## config.mk

```make
export PLATFORM = sky130hd
export DESIGN_NAME = data_mem_lsu
export DESIGN_NICKNAME = d
export VERILOG_FILES = /design/src/rtl/mem_pkg.sv /design/src/rtl/byte_en_ram.sv /design/src/rtl/data_mem_lsu.sv
export SDC_FILE = /design/constraint.sdc
export NUM_CORES = 2
export LEC_CHECK = 0
export ABC_CLOCK_PERIOD_IN_PS = 6850
export BUFFER_PORTS_ARGS = -buffer_cell sky130_fd_sc_hd__buf_2
export CAP_MARGIN = 0
export CORE_MARGIN = 10
export CORE_UTILIZATION = 30
export CTS_BUF_LIST = sky130_fd_sc_hd__clkbuf_16
export DETAILED_ROUTE_END_ITERATION = 16
export PLACE_DENSITY = 0.47
export SLEW_MARGIN = 40
export SYNTH_ARGS = -nofsm -noshare
export SYNTH_HDL_FRONTEND = slang
export SYNTH_HIERARCHICAL = 1
export SYNTH_SLANG_ARGS = --single-unit
```

## constraint.sdc

```tcl
create_clock -name clk -period 6.85 [get_ports clk]
set_input_delay 0.685 -clock clk [delete_from_list [all_inputs] [get_ports clk]]
set_output_delay 0.685 -clock clk [all_outputs]
set_load 0.05 [all_outputs]
```

## src/rtl/mem_pkg.sv

```systemverilog
// Shared definitions for the load/store unit: RISC-V funct3 access codes,
// the FSM state type and the access legality rule.
package mem_pkg;

  localparam logic [2:0] F3_B  = 3'b000;
  localparam logic [2:0] F3_H  = 3'b001;
  localparam logic [2:0] F3_W  = 3'b010;
  localparam logic [2:0] F3_BU = 3'b100;
  localparam logic [2:0] F3_HU = 3'b101;

  typedef enum logic [1:0] {
    IDLE = 2'd0,
    BUSY = 2'd1,
    RESP = 2'd2
  } state_t;

  // True when funct3 is legal for the access direction and the byte offset
  // is naturally aligned for the access size. Range is checked separately.
  function automatic logic access_legal(input logic       we,
                                        input logic [2:0] funct3,
                                        input logic [1:0] off);
    logic ok;
    ok = 1'b0;
    case (funct3)
      F3_B:    ok = 1'b1;
      F3_BU:   ok = !we;
      F3_H:    ok = !off[0];
      F3_HU:   ok = !we && !off[0];
      F3_W:    ok = (off == 2'b00);
      default: ok = 1'b0;
    endcase
    return ok;
  endfunction

endpackage

```

## src/rtl/byte_en_ram.sv

```systemverilog
// Word-organised data array with per-byte write enables, synchronous write
// and combinational (asynchronous) read of the same word address.
module byte_en_ram #(
  parameter int DEPTH = 64,
  parameter int AW    = 6
) (
  input  logic          clk,
  input  logic [3:0]    we,
  input  logic [AW-1:0] addr,
  input  logic [31:0]   wdata,
  output logic [31:0]   rdata
);

  logic [31:0] mem [DEPTH];

  // Byte-lane writes; unselected lanes keep their contents.
  // NOTE: the array has no reset -- contents are undefined until written,
  // which keeps it mappable onto RAM macros. Sequential state uses <= so all
  // flops update from pre-edge values.
  always_ff @(posedge clk) begin
    for (int i = 0; i < 4; i++) begin
      if (we[i]) mem[addr][8*i +: 8] <= wdata[8*i +: 8];
    end
  end

  assign rdata = mem[addr];

endmodule

```

## src/rtl/data_mem_lsu.sv

```systemverilog
// Load/store unit in front of a byte-enabled word array. Accepts one request
// via valid/ready, waits LATENCY cycles, performs the access, then pulses a
// one-cycle response. Illegal, misaligned and out-of-range accesses are
// rejected with resp_err and never write.
module data_mem_lsu
  import mem_pkg::*;
#(
  parameter int DATA_WIDTH = 32,
  parameter int ADDR_DEPTH = 64,
  parameter int LATENCY    = 1
) (
  input  logic                  clk,
  input  logic                  rst,
  input  logic                  req_valid,
  output logic                  req_ready,
  input  logic                  req_we,
  input  logic [31:0]           req_addr,
  input  logic [2:0]            req_funct3,
  input  logic [DATA_WIDTH-1:0] req_wdata,
  output logic                  resp_valid,
  output logic [DATA_WIDTH-1:0] resp_rdata,
  output logic                  resp_err
);

  localparam int AW = (ADDR_DEPTH > 1) ? $clog2(ADDR_DEPTH) : 1;

  state_t      state, next_state;
  logic [3:0]  cnt;
  logic        we_q;
  logic [31:0] addr_q;
  logic [2:0]  funct3_q;
  logic [31:0] wdata_q;

  logic        accept, access_fire, err, in_range;
  logic [1:0]  off;
  logic [3:0]  be, ram_we;
  logic [31:0] wlanes, rd_word, shifted, load_val;

  assign accept      = req_valid && req_ready;
  assign access_fire = (state == BUSY) && (cnt == 4'd0);
  assign off         = addr_q[1:0];
  assign in_range    = (addr_q[31:2+AW] == '0);
  assign err         = !access_legal(we_q, funct3_q, off) || !in_range;

  // State register.
  always_ff @(posedge clk) begin
    if (rst) state <= IDLE;
    else     state <= next_state;
  end

  // Next-state logic.
  // NOTE: every combinational output gets a default first so no path can
  // leave it unassigned and infer a latch.
  always_comb begin
    next_state = state;
    case (state)
      IDLE:    if (accept) next_state = BUSY;
      BUSY:    if (cnt == 4'd0) next_state = RESP;
      RESP:    next_state = accept ? BUSY : IDLE;
      default: next_state = IDLE;
    endcase
  end

  // FSM outputs: ready everywhere except while the access is pending.
  always_comb begin
    req_ready  = (state != BUSY);
    resp_valid = (state == RESP);
  end

  // Request capture, latency countdown and registered response.
  always_ff @(posedge clk) begin
    if (rst) begin
      cnt        <= 4'd0;
      we_q       <= 1'b0;
      addr_q     <= '0;
      funct3_q   <= '0;
      wdata_q    <= '0;
      resp_rdata <= '0;
      resp_err   <= 1'b0;
    end else begin
      if (accept) begin
        we_q     <= req_we;
        addr_q   <= req_addr;
        funct3_q <= req_funct3;
        wdata_q  <= req_wdata;
        cnt      <= 4'(LATENCY - 1);
      end else if (state == BUSY && cnt != 4'd0) begin
        cnt <= cnt - 4'd1;
      end
      if (access_fire) begin
        resp_err   <= err;
        resp_rdata <= (err || we_q) ? '0 : load_val;
      end
    end
  end

  // Store lane enables and lane-replicated write data.
  always_comb begin
    be     = 4'b0000;
    wlanes = wdata_q;
    case (funct3_q[1:0])
      2'b00: begin
        be     = 4'b0001 << off;
        wlanes = {4{wdata_q[7:0]}};
      end
      2'b01: begin
        be     = off[1] ? 4'b1100 : 4'b0011;
        wlanes = {2{wdata_q[15:0]}};
      end
      2'b10:   be = 4'b1111;
      default: be = 4'b0000;
    endcase
  end

  // Reset wins over a coinciding access edge: the pending store is dropped.
  assign ram_we = (access_fire && we_q && !err && !rst) ? be : 4'b0000;

  byte_en_ram #(
    .DEPTH (ADDR_DEPTH),
    .AW    (AW)
  ) u_ram (
    .clk   (clk),
    .we    (ram_we),
    .addr  (addr_q[2 +: AW]),
    .wdata (wlanes),
    .rdata (rd_word)
  );

  // Load extract: bring the addressed byte/halfword down to bit 0, then extend.
  always_comb begin
    shifted  = rd_word >> {off, 3'b000};
    load_val = '0;
    case (funct3_q)
      F3_B:    load_val = {{24{shifted[7]}}, shifted[7:0]};
      F3_BU:   load_val = {24'h0, shifted[7:0]};
      F3_H:    load_val = {{16{shifted[15]}}, shifted[15:0]};
      F3_HU:   load_val = {16'h0, shifted[15:0]};
      F3_W:    load_val = shifted;
      default: load_val = '0;
    endcase
  end

endmodule
```

Word level (Yosys, flattened, before mapping)
Memory sizes are Yosys's and may differ from the RTL's. A register that Yosys moved wholly into a read port is not among the register bits.
Index checks and enable logic that the tools add are counted.
- shift operators: 2
- reductions and logical operators: 24
- $add $sub $neg: 1
- eq/ne operators: 11
- muxes and demuxes: 21
- operators with widths (operator ; count):
    case mux 32 bit (5 select lines) ; 1
    case mux 32 bit (2 select lines) ; 1
    2-to-1 mux 32 bit ; 1
    >> shifter 32 x 5 -> 32 bit ; 1
    logical NOT 24 bit ; 1
    2-to-1 mux 6 bit ; 2
    case mux 4 bit (3 select lines) ; 1
    2-to-1 mux 1 bit ; 9
    2-to-1 mux 4 bit ; 2
    logical AND 1 bit ; 7
    == test 3 bit, second input constant ; 2
    logical NOT 1 bit ; 6
    logical NOT 2 bit ; 3
    case mux 2 bit (3 select lines) ; 1
    case mux 1 bit (5 select lines) ; 1
    == test 2 x 1 -> 1 bit, second input constant ; 2
    == test 2 bit, second input constant ; 2
    logical NOT 4 bit ; 1
    2-to-1 mux 2 bit ; 2
    != test 2 x 1 -> 1 bit, second input constant ; 2
    nonzero test 4 bit ; 1
    left shift 1 x 2 -> 4 bit, first input constant ; 1
    subtractor 4 x 1 -> 4 bit, second input constant ; 1
    == test 3 x 1 -> 1 bit, second input constant ; 1
    other kinds (6) ; 7
- word-level logic and storage cells: 68
- memories: 1
- bits of input ports: 71
- RAM bits: 2048
- flip-flop bits (word level): 107
- output and inout port bits: 35
- memories (memory ; depth ; width ; rd ports ; clocked after memory_dff ; wr ports ; line ; RTL):
    u_ram.mem ; 64 ; 32 ; 1 ; 1 ; 1 ; byte_en_ram.sv:14 ; logic [31:0] mem [DEPTH];

Depth between registers and ports, before layout
- depth in word-level cells: 11
- mapped depth: 15
- depth with buffers taken out: 10

By module
The synthesis kept the hierarchy.
- modules (own cells, without submodules) (module ; cells each ; times used ; seq. area each (um^2) ; area an instance (um^2)):
    byte_en_ram ; 4449 ; 1 ; 61499.0 ; 78358.9
    data_mem_lsu ; 620 ; 1 ; 2142.1 ; 5149.9

Worst setup path after synthesis
Ideal clock, no wire load.
- path kind: register to register
- start: register wdata_q[0]
- end: memory u_ram.mem[0][24] (data pin)
- setup time: 0.702 ns
- period minus slack after synthesis: 4.530 ns
- data required time: 6.148 ns
- cell stages (with the launch flop): 3
- path buffers: 0
- data arrival time: 3.828 ns
- path slack: 2.320 ns
- cell sequence: dfxtp_1 > mux2i_1 > o21ai_0
- longest elaborated chain between the ends: 1
- ends and longest elaborated chain (item ; line ; RTL):
    start: declaration ; data_mem_lsu.sv:32 ; logic [31:0] wdata_q;
    start signal: assignment ; data_mem_lsu.sv:85 ; wdata_q <= req_wdata;
    case mux 32 bit (2 select lines) ; data_mem_lsu.sv:101 ; case (funct3_q[1:0])
    named net wlanes[24] ; data_mem_lsu.sv:37 ; logic [31:0] wlanes, rd_word, shifted, load_val;
    end: declaration ; byte_en_ram.sv:14 ;
The timed path passes the listed nets, and every way through them passes these cells.

==> flow_summary.json <==
{
  "outcome": "completed",
  "start_kind": "register",
  "tightest_slew_ns": 0.918,
  "antenna_found_initial": 12,
  "syn-cell-area_um2": 83500,
  "fin_crit_ns": 5.27,
  "period_share_pct": 76.9,
  "fin_util_pct": 34.6,
  "combPwrFrac_pct": 7.7,
  "crit_type": "reg -> reg",
  "synth_warnings": 6,
  "grt_pass1_wl_um": 383000,
  "dp_hpwl_um": 167000,
  "crit_end": "resp_rdata[13]",
  "ys_ff_latch": 2155,
  "p_leak_nw": 28.5,
  "pin_count": 106,
  "multiInputGateArea_um2": 18700,
  "viasPerCell": 5.44,
  "gr-total-overflow": 0,
  "die_height_um": 548,
  "placed_cells": 8652,
  "r2r_start": "addr_q[4]",
  "fmax_mhz": 190,
  "powerDensity_nw_per_um2": 291,
  "intPower_mw": 21.2,
  "vias": 49300,
  "r2r_cells": 12,
  "design_area_um2": 95700,
  "ys_types": 77,
  "drtIter0Drc": 5316,
  "fp-row-count": 193,
  "startpoint": "addr_q[4]",
  "crit-reg2reg-capture": "resp_rdata[13]",
  "slew_headroom_pct": 38.6,
  "dieArea_um2": 300000,
  "cts_root_buf": "clkbuf_16",
  "ir_drop_uv": 304,
  "synth_top_area_share_pct": 73.6,
  "arrival_ns": 5.99,
  "syn2layout_area_growth_pct": 14.6,
  "cts_num_sinks": 2155,
  "post_drt_wl_per_cell_um": 30.3,
  "clock_latency_ns": 0.87,
  "h-tree-depth": 4,
  "grt_max_degree": 82,
  "seqCellArea_um2": 63700,
  "finalHoldViolations": 0,
  "synth_top_cells_by_area": "edfxtp_1, mux2i_1, a221oi_1, dfxtp_1, a22oi_1",
  "synth_nets": 5141,
  "r2r_slack_ns": 1.58,
  "die_x_um": 548,
  "async_reset_ff_share_pct": 0,
  "drt_pass1_iterations": 6,
  "start_util_pct": 30.2,
  "hold_class": "in -> reg",
  "rsz0062_at_grt": "no",
  "final_layout_size_suffix_gt1_share_pct": 17.1,
  "cp-end-kind": "register",
  "core-area_um2": 277000,
  "syn_avg_cell_area_um2": 16.5,
  "finalSetupViolCount": 0,
  "cp_max_fo": 39,
  "seqPwrFrac_pct": 52.3,
  "cts_tree": "built",
  "p_sw_mw": 6.63,
  "synth_seq_area_share_pct": 76.2,
  "tns_ns": 0,
  "grt_pass1_vias": 48300,
  "cap_violations": 0,
  "cts_buffers": 219,
  "clk_pin_slew_worst_paths_ns": 0.06,
  "synth-edff-count": 2048,
  "skew_ns": 0.0355,
  "drv_slew": 0,
  "placed_area_um2": 88800,
  "cp.required_ns": 7.57,
  "synth.most_common_cell": "edfxtp_1",
  "drc": 0,
  "nNetsFinal": 5250,
  "ys.flop_type": "edfxtp_1",
  "grt_usage_pct": 17.5,
  "drt-total-wl_um": 275000,
  "filler_cell_count": 26400,
  "synth_commonest_cells": "edfxtp_1, nor2_1, a221oi_1, a22oi_1, mux2i_1",
  "gp_congestion": 0.822,
  "io_buffers": 105,
  "clock_power_share_pct": 40.0,
  "final-instance-count-excl-fill": 9057,
  "swShare_pct": 23.8,
  "cts_buffer_depth": 3,
  "synth_largest_area_cell": "edfxtp_1",
  "drtAntennaViolNets": 0,
  "syn_inst": 5069
}
[sequential cells by signal (all words and copies together) (netlist names)]
name and flops:
resp_err 1, addr_q 32, resp_rdata 32, u_ram/mem 2048, cnt 4, wdata_q 32, we_q 1, state 2
funct3_q 3
[power by group through the flow]
stage / clock [mW] / combinational, mW / sequential (mW)
floorplan: 0 / 1.09 / 14.9
global placement: 0 / 2.09 / 14.9
detailed placement: 0 / 2.13 / 14.9
CTS: 11.4 / 2.13 / 14.6
global route: 11.9 / 2.25 / 14.6
finish: 11.1 / 2.15 / 14.6
[through the flow]
step	setup WS [ns]	hold slack, ns	total power [mW]
4_1_cts	1.66	0.000892	28.1
6_report	1.58	0.0646	27.9
5_1_grt	1.48	0.0454	28.7
2_1_floorplan	2.32	0.431	16.0
3_3_place_gp	1.59	0.442	16.9
3_5_place_dp	1.66	0.446	17.0
[kinds of logic after synthesis]
family                     Yosys count  share of synthesized area [%]
DFF                               2155                           76.2
AOI/OAI and AO/OA                 1271                           11.2
adders and majority gates            1                         0.0150
muxes                              391                           5.87
buffers and inverters              396                           2.38
xor gates and xnor gates             3                         0.0315
and+or+nand+nor                    852                           4.33
[worst max-delay path, stage by stage, from the launching register on]
cell and delay [ns]:
dfxtp_4 0.82, buf_12 0.43, nor2_4 0.19, buf_4 0.36, a221oi_1 0.33, nor2_1 0.08, o21ai_0 0.55, o2111ai_1 0.29
or4_1 0.78, mux4_2 0.54, and3_1 0.30, a221oi_1 0.26, a211oi_1 0.08
[final cells by class]
class / instances / share of cell area, %
Antenna cell: 2 / 0.00523
Clock buffer: 223 / 5.83
Clock inverter: 170 / 1.01
Inverter: 12 / 0.0575
Multi-Input combinational cell: 2518 / 19.5
Sequential cell: 2155 / 66.5
Tap cell: 3705 / 4.84
Timing Repair Buffer: 272 / 2.22
[how the worst min path moves through the flow]
stage	start	endpoint	slack [ns]	cells past startpoint
6_report	req_addr[25]	addr_q[25]	0.06	3
5_1_grt	req_wdata[6]	wdata_q[6]	0.05	3
4_1_cts	req_addr[28]	addr_q[28]	0.0009	3
3_5_place_dp	addr_q[23]	addr_q[23]	0.45	2
3_3_place_gp	addr_q[23]	addr_q[23]	0.44	2
2_1_floorplan	addr_q[23]	addr_q[23]	0.43	2
[routing by layer]
metal / wire (µm) / vias up / track usage, %
li1: - / 20800 / -
met4: 9430 / 2 / 5.97
met5: 42 / - / 0
met1: 118000 / 25800 / 24.3
met2: 127000 / 2171 / 27.8
met3: 20200 / 432 / 3.10
[layout by cell type, fill, tap and decap left out, types with 46 or more instances in the layout]
cell type and count:
a21oi_1 159, a221oi_1 289, a22oi_1 282, buf_2 105
buf_4 127, clkbuf_16 223, clkinv_1 62, dfxtp_1 95
edfxtp_1 2048, inv_1 62, mux2_2 52, mux2i_1 257
mux4_2 73, nand2_1 240, nor2_1 284, nor2_2 157
o21ai_0 132, o221ai_1 46, o22ai_1 163
[timing repair]
| action | 4_1_cts | 5_1_grt |
|---|---|---|
| gates resized for setup | 0 | 0 |
| hold endpoints to repair | 5 | 0 |
| hold buffers | 5 | 0 |
| setup buffers | 0 | 0 |
Note: power is estimated with default switching activity, not from simulation.
